File: config.mk
export PLATFORM = sky130hd
export DESIGN_NAME = alu_operand_stage
export DESIGN_NICKNAME = d
export VERILOG_FILES = /design/src/rtl/alu_operand_stage.sv
export SDC_FILE = /design/constraint.sdc
export NUM_CORES = 1
export LEC_CHECK = 0
export ABC_AREA = 1
export BUFFER_PORTS_ARGS = -buffer_cell sky130_fd_sc_hd__buf_2
export CORE_ASPECT_RATIO = 1.75
export CORE_UTILIZATION = 50
export CTS_BUF_LIST = sky130_fd_sc_hd__clkbuf_4
export CTS_CLUSTER_SIZE = 16
export DETAILED_ROUTE_END_ITERATION = 12
export HOLD_SLACK_MARGIN = 0.08
export PLACE_DENSITY = 0.73
export SETUP_SLACK_MARGIN = 0.4
export SYNTH_ARGS = -nofsm -noshare
export SYNTH_HDL_FRONTEND = slang
export SYNTH_SLANG_ARGS = --single-unit
File: constraint.sdc
create_clock -name clk -period 2.5 [get_ports clk]
set_clock_uncertainty 0.15 [all_clocks]
set_input_delay 0.25 -clock clk [delete_from_list [all_inputs] [get_ports clk]]
set_output_delay 0.25 -clock clk [all_outputs]
set_load 0.005 [all_outputs]
File: src/rtl/alu_operand_stage.sv
// Decode-to-execute operand stage feeding alu_new: two-entry (OUT + SKID) buffer with
// a registered ready, writeback forwarding at capture, and snooping of held entries.
module alu_operand_stage #(
    parameter int DW = 32,
    parameter int AW = 5
) (
    input  logic          clk,
    input  logic          rst_n,
    input  logic          valid_i,
    output logic          ready_o,
    input  logic [DW-1:0] rs1_data_i,
    input  logic [DW-1:0] rs2_data_i,
    input  logic [AW-1:0] rs1_addr_i,
    input  logic [AW-1:0] rs2_addr_i,
    input  logic [AW-1:0] rd_addr_i,
    input  logic [DW-1:0] imm_i,
    input  logic          use_imm_i,
    input  logic [2:0]    alu_control_i,
    input  logic          func7_5_i,
    input  logic          reg_write_i,
    input  logic          wb_reg_write_i,
    input  logic [AW-1:0] wb_rd_addr_i,
    input  logic [DW-1:0] wb_data_i,
    input  logic          flush_i,
    input  logic          ready_i,
    output logic          valid_o,
    output logic [DW-1:0] alu_operand_1_o,
    output logic [DW-1:0] alu_operand_2_o,
    output logic [2:0]    alu_control_o,
    output logic          func7_5_o,
    output logic [AW-1:0] rd_addr_o,
    output logic          reg_write_o
);

    typedef struct packed {
        logic          valid;
        logic [DW-1:0] op1;
        logic [DW-1:0] op2;
        logic [AW-1:0] rs1;
        logic [AW-1:0] rs2;
        logic [AW-1:0] rd;
        logic          use_imm;
        logic [2:0]    ctrl;
        logic          f7;
        logic          reg_write;
    } entry_t;

    localparam int OUT  = 0;
    localparam int SKID = 1;

    entry_t ent_q [2];
    entry_t ent_d [2];
    entry_t snoop [2];
    entry_t cap;
    logic   ready_q;
    logic   ready_d;
    logic   accept;
    logic   consume;
    logic   hit_rs1;
    logic   hit_rs2;

    // Held entries pick up a matching writeback every cycle; x0 never matches.
    genvar gi;
    generate
        for (gi = 0; gi < 2; gi++) begin : g_snoop
            always_comb begin
                snoop[gi] = ent_q[gi];
                if (ent_q[gi].valid && wb_reg_write_i && (wb_rd_addr_i != '0)) begin
                    if (wb_rd_addr_i == ent_q[gi].rs1)
                        snoop[gi].op1 = wb_data_i;
                    if (!ent_q[gi].use_imm && (wb_rd_addr_i == ent_q[gi].rs2))
                        snoop[gi].op2 = wb_data_i;
                end
            end
        end
    endgenerate

    always_comb begin
        hit_rs1 = wb_reg_write_i && (wb_rd_addr_i != '0) && (wb_rd_addr_i == rs1_addr_i);
        hit_rs2 = wb_reg_write_i && (wb_rd_addr_i != '0) && (wb_rd_addr_i == rs2_addr_i);

        cap           = '0;
        cap.valid     = 1'b1;
        cap.rs1       = rs1_addr_i;
        cap.rs2       = rs2_addr_i;
        cap.rd        = rd_addr_i;
        cap.use_imm   = use_imm_i;
        cap.ctrl      = alu_control_i;
        cap.reg_write = reg_write_i;
        // Only shifts use bit 30 with an immediate; otherwise ADDI would look like SUB.
        cap.f7        = (use_imm_i && (alu_control_i != 3'd5)) ? 1'b0 : func7_5_i;

        if (rs1_addr_i == '0)
            cap.op1 = '0;
        else if (hit_rs1)
            cap.op1 = wb_data_i;
        else
            cap.op1 = rs1_data_i;

        if (use_imm_i)
            cap.op2 = imm_i;
        else if (rs2_addr_i == '0)
            cap.op2 = '0;
        else if (hit_rs2)
            cap.op2 = wb_data_i;
        else
            cap.op2 = rs2_data_i;
    end

    always_comb begin
        accept      = valid_i && ready_q;
        consume     = ent_q[OUT].valid && ready_i;
        ent_d[OUT]  = snoop[OUT];
        ent_d[SKID] = snoop[SKID];

        if (flush_i) begin
            ent_d[OUT].valid  = 1'b0;
            ent_d[SKID].valid = 1'b0;
        end else begin
            if (consume) begin
                if (ent_q[SKID].valid) begin
                    ent_d[OUT]        = snoop[SKID];
                    ent_d[SKID].valid = 1'b0;
                end else begin
                    ent_d[OUT].valid = 1'b0;
                end
            end
            // ready_q high implies SKID is empty, so an accept never collides with SKID->OUT.
            if (accept) begin
                if (!ent_q[OUT].valid || consume)
                    ent_d[OUT] = cap;
                else
                    ent_d[SKID] = cap;
            end
        end

        ready_d = !ent_d[SKID].valid;
    end

    always_ff @(posedge clk or negedge rst_n) begin
        if (!rst_n) begin
            ent_q[OUT]  <= '0;
            ent_q[SKID] <= '0;
            ready_q     <= 1'b1;
        end else begin
            ent_q[OUT]  <= ent_d[OUT];
            ent_q[SKID] <= ent_d[SKID];
            ready_q     <= ready_d;
        end
    end

    assign ready_o         = ready_q;
    assign valid_o         = ent_q[OUT].valid;
    assign alu_operand_1_o = ent_q[OUT].op1;
    assign alu_operand_2_o = ent_q[OUT].op2;
    assign alu_control_o   = ent_q[OUT].ctrl;
    assign func7_5_o       = ent_q[OUT].f7;
    assign rd_addr_o       = ent_q[OUT].rd;
    assign reg_write_o     = ent_q[OUT].reg_write;

endmodule
Word level (Yosys, flattened, before mapping)
Index checks and enable logic that the tools add are counted.
- output and inout port bits: 76
- input port bits: 160
- bits in registers: 173
- word-level logic and storage cells: 73
- equal/unequal tests: 7
- reduce and logical (&&, ||, !) cells: 21
- mux-type cells: 22
- bitwise logic cells: 2
- operators with widths (cell ; number):
    $mux W32 ; 9
    $mux W86 ; 3
    $mux W172 ; 1
    $mux W85 ; 2
    $mux W64 ; 2
    $mux W87 ; 1
    $eq A5 B5 Y1 ; 6
    $logic_and A1 B1 Y1 ; 12
    $logic_not A5 Y1 ; 2
    $reduce_bool A5 Y1 ; 1
    $logic_not A1 Y1 ; 4
    $mux W1 ; 4
    $ne A3 B3 Y1 const B ; 1
    $reduce_and A3 Y1 ; 1
    $not A1 Y1 ; 2
    $logic_or A1 B1 Y1 ; 1

Longest topological paths before layout
- depth after elaboration: 10
- gate-level depth with buffers: 14

Worst setup path after synthesis
Ideal clock, no wire load.
- path kind: flip-flop to flip-flop
- start: register ready_q (netlist: ready_o)
- end: register ent_q (netlist bit reg_write_o)
- required time: 2230 ps
- path slack: 650 ps
- arrival time: 1581 ps
- buffers on the path: 2
- stages on the path, launching flop included: 10
- cell sequence: dfstp_2 nand2_1 nor2_2 inv_1 buf_4 clkbuf_1 o21ai_0 o211ai_1 o21ai_0 inv_1
- longest elaborated chain between the ends: 2
- RTL lines (item ; line ; text):
    start: declaration ; 55 ; logic ready_q;
    start signal: assignment ; 148 ; ready_q <= ready_d;
    $logic_and A1 B1 Y1 ; 111 ; accept = valid_i && ready_q;
    $mux W172 ; 129 ; if (accept) begin
    end signal: indexed assignment ; 146 ; ent_q[OUT] <= ent_d[OUT];
    end signal: indexed assignment ; 147 ; ent_q[SKID] <= ent_d[SKID];
    end: declaration ; 51 ; entry_t ent_q [2];
Every way passes these cells.
A chain may end at the register's enable or synchronous reset.

Worst setup path after layout
- start: register ent_q (netlist bit valid_o)
- end: register ent_q (netlist bit func7_5_o)
- longest elaborated chain between the ends: 4
- elaborated cells on any way between the ends: 6
- RTL lines (item ; line ; text):
    $logic_and A1 B1 Y1 / $logic_not A1 Y1 (equally long branches) ; 112, 130 ;
    $mux W87 / $logic_or A1 B1 Y1 (equally long branches) ; 120, 130 ;
    $mux W86 ; 130 ; if (!ent_q[OUT].valid || consume)
    $mux W172 (*) ; 129 ;
Every way passes the cells marked *; elsewhere a longest branch is shown, timed or not.

==> results.py <==
metrics = {
    "setup_path": {
        "rr_startpoint": "valid_o$_DFF_PN0_",
        "critPathTopFamily": "simple AND/OR/NAND/NOR gates",
        "crit_required_ns": 2.86,
        "crit_chain": "nand2_1, nor2_4, clkinv_1, buf_4, nor2_1, nor2_1, o32a_1",
        "cpMostUsedCell": "nor2_1",
        "worstRegToRegCells": 7,
        "endpoint_kind": "register",
        "worstSetupStartpointType": "register",
        "path_buf_inv": 2,
        "critical_path_arrival_ns": 2.37,
        "cp_slowest_cell": "dfrtp_1",
        "worstPathMaxFanout": 38,
        "critical-path-max-stage-delay_ns": 0.44,
        "timing.reg2reg.setup_slack_ns": 0.49,
        "reg2reg_to": "func7_5_o$_DFFE_PN0N_",
        "crit_type": "reg2reg",
    },
    "sta": {
        "max_slew.worst_pin.slew_ns": 0.6527,
        "fin_crit_ns": 2.013,
        "tns_ns": 0,
        "maxSlewHeadroom_pct": 56.49,
        "drv_slew": 0,
        "setup_viol": 0,
        "whs_ns": 0.2303,
        "hold_viol": 0,
        "period_share_pct": 80.53,
        "rsz0062_at_grt": "yes",
        "fmax_mhz": 496.7,
    },
    "min_path": {
        "hp-class": "in2reg",
        "min_path_cells": 6,
        "hold_start": "wb_reg_write_i",
        "min_to": "alu_operand_2_o[20]$_DFF_PN0_",
    },
    "floorplan": {
        "design.core.area_um2": 24120,
        "initial_core_util_pct": 51.29,
        "die_h_um": 210.1,
        "ios": 236,
        "row_count": 75,
        "dieWidth_um": 120.9,
        "dieArea_um2": 25400,
    },
    "clock_tree": {
        "h-tree-depth": 4,
        "clock_sinks": 173,
        "cts_tree": "built",
        "numCtsBuffers": 17,
        "clk_latency_ns": 0.61,
        "clockBufferDepth": 2,
        "cts-root-buf": "clkbuf_4",
        "clk_pin_slew_ns": 0.14,
    },
    "yosys": {
        "synth_nets": 2021,
        "ys.flop_type": "dfrtp_1",
        "synth_area_um2": 12370,
        "synth-seq-cells": 173,
        "yosys_warnings": 0,
        "yosysSeqAreaShare_pct": 35.01,
        "synthTopCellsByArea": "dfrtp_1 35%, nand3_1 18%, nand2_1 13%",
        "synthArstFlopShare_pct": 100.0,
        "synth_cell_types": 30,
        "synth_area_per_cell_um2": 6.647,
        "syn-instance-count": 1861,
        "synth_top_area_share_pct": 34.79,
        "yosysTopAreaCell": "dfrtp_1",
        "synth_edf_count": 0,
    },
    "power_and_ir_drop": {
        "leakagePower_nw": 8.129,
        "p_sw_share_pct": 37.04,
        "power_mw": 8.712,
        "power_frac_comb_pct": 35.5,
        "ir_worst_vdd_uv": 453.3,
        "p_switching_mw": 3.227,
        "power_density_nw_per_um2": 564.9,
        "intPower_mw": 5.485,
        "pwr-share-clk_pct": 20.2,
        "seq_power_share_pct": 44.3,
    },
    "global_routing": {
        "first_global_vias": 14220,
        "grt_pass1_wl_mm": 72.91,
        "overflow": 0,
        "antenna_found_initial": 1,
        "grt_max_degree": 73,
        "grt_usage_pct": 37.27,
    },
    "run_status": {
        "status": "finished, final reports clean",
    },
    "finish": {
        "syn2layout_area_growth_pct": 24.68,
        "drive_above_1_share_pct": 16.39,
        "finalNetCount": 2295,
        "design_area_um2": 15420,
    },
    "detailed_routing": {
        "drt_iter0_markers": 1655,
        "drtAntennaViolNets": 0,
        "vias": 14440,
        "routed_wl_mm": 47.29,
        "viasPerCell": 5.878,
        "dr.pass1.iters": 8,
        "drc": 0,
        "post_drt_wl_per_cell_um": 19.25,
    },
    "place": {
        "gp_congestion": 0.9446,
        "io_buffers": 235,
        "dpl_cell_area_um2": 13280,
        "dp_hpwl_mm": 28.40,
    },
    "job": {
        "cap_violations": 0,
    },
}
==> tightest hold or removal path: cells and delay by family <==
family | cells | cell delay, ns
and+or+nand+nor | 3 | 0.32
buffers and inverters | 2 | 0.26
AOI/OAI and AO/OA | 1 | 0.13
==> Yosys cell counts (4+ instances only) <==
library cell,count
buf_6,7
buf_1,15
inv_1,252
nor2_4,4
buf_4,86
nor2_2,5
nand4_1,41
nor2_1,13
o211ai_1,19
o22ai_1,4
a21oi_1,94
xnor2_1,12
o21ai_1,27
a31oi_1,32
buf_2,49
dfrtp_1,172
nand2_1,412
inv_2,11
nand3_1,441
clkbuf_1,49
o21ai_0,99
nand2_2,7
==> cells in the final DEF (no fill, tap or decap), types with 2 or more instances in the layout <==
cell and n:
a21oi_1 94, a31oi_1 32, buf_12 17, buf_2 234
buf_4 31, buf_6 4, bufinv_16 3, clkbuf_4 19
clkinv_1 5, clkinv_2 3, clkinvlp_4 2, dfrtp_1 172
dlygate4sd3_1 174, inv_1 249, inv_2 11, nand2_1 411
nand2_2 7, nand3_1 441, nand3_2 2, nand4_1 41
nor2_1 12, nor2_2 3, nor2_4 7, nor3_1 2
o211ai_1 19, o21ai_0 99, o21ai_1 27, o22ai_1 4
xnor2_1 12
==> layer usage <==
layer  vias up  part of all wire [%]  track usage [%]
met2       921                    48            61.24
met5         -                     0                0
met1      6723                    35            42.58
met3       212                   8.6            5.844
met4         0                   8.2            29.89
li1       6587                     -                -
==> cells by family (layout without fill, tap and decap cells) <==
logic type	Yosys count	count (layout)	share of synthesized area (%)
other	0	1	0
AO/OA/AOI/OAI	278	278	12.16
flip-flops	173	173	35.01
XOR/XNOR	13	13	0.9204
AND/OR/NAND/NOR	928	928	34.16
buffers and inverters	469	756	17.76
==> flip-flops by register name, summed over array words and instances, names as in the netlist <==
register and cells:
ent_q 97, reg_write_o 1, ready_o 1, alu_operand_1_o 32, valid_o 1, alu_control_o 3, alu_operand_2_o 32, func7_5_o 1
rd_addr_o 5
==> layout make-up <==
class | count | area [um^2]
flip-flops and latches | 173 | 4330
clock inverters | 13 | 147.6
inverters | 263 | 991.0
well taps | 308 | 385.4
multi-input cells | 1219 | 5868
clock buffers | 19 | 142.6
fillers | 2136 | 8693
repair buffers | 461 | 3556
diodes | 1 | 2.502
==> through the flow <==
| step | setup WS [ns] | cells | utilization [%] |
|---|---|---|---|
| final | 0.4869 | 2457 | 63.95 |
| after global routing | 0.3721 | 2457 | 63.95 |
| after CTS | 0.4373 | 2454 | 63.63 |
| after detailed placement | 0.3201 | 2244 | 55.07 |
| after global placement | 0.3612 | 2244 | 55.07 |
| after floorplan | 0.6497 | 1861 | - |
==> worst max-delay path by stage <==
stage	start	endpoint	slack, ns	depth (start not counted)
2_1_floorplan	ready_o$_DFF_PN1_	reg_write_o$_DFFE_PN0N_	0.65	9
3_3_place_gp	wb_rd_addr_i[1]	alu_operand_2_o[16]$_DFF_PN0_	0.36	11
3_5_place_dp	wb_rd_addr_i[1]	alu_operand_2_o[16]$_DFF_PN0_	0.32	11
4_1_cts	ready_o$_DFF_PN1_	alu_operand_2_o[5]$_DFF_PN0_	0.44	8
5_1_grt	valid_o$_DFF_PN0_	reg_write_o$_DFFE_PN0N_	0.37	8
6_report	valid_o$_DFF_PN0_	func7_5_o$_DFFE_PN0N_	0.49	7
==> power by group through the flow <==
| stage | combinational (mW) | sequential [mW] | clock, mW |
|---|---|---|---|
| 2_1_floorplan | 2.17 | 3.77 | 0 |
| 3_3_place_gp | 2.71 | 3.89 | 0 |
| 3_5_place_dp | 2.78 | 3.90 | 0 |
| 4_1_cts | 3.01 | 3.84 | 1.79 |
| 5_1_grt | 3.44 | 3.92 | 1.88 |
| 6_report | 3.09 | 3.86 | 1.76 |
==> what timing repair did <==
item	in CTS	in global routing
hold endpoints to repair	346	0
endpoints found under the setup margin	26	67
pin swaps	1	3
hold buffers	174	0
setup buffers	4	1
gates cloned	0	1
gates resized for setup	1	12
(Power assumes the default switching activity.)
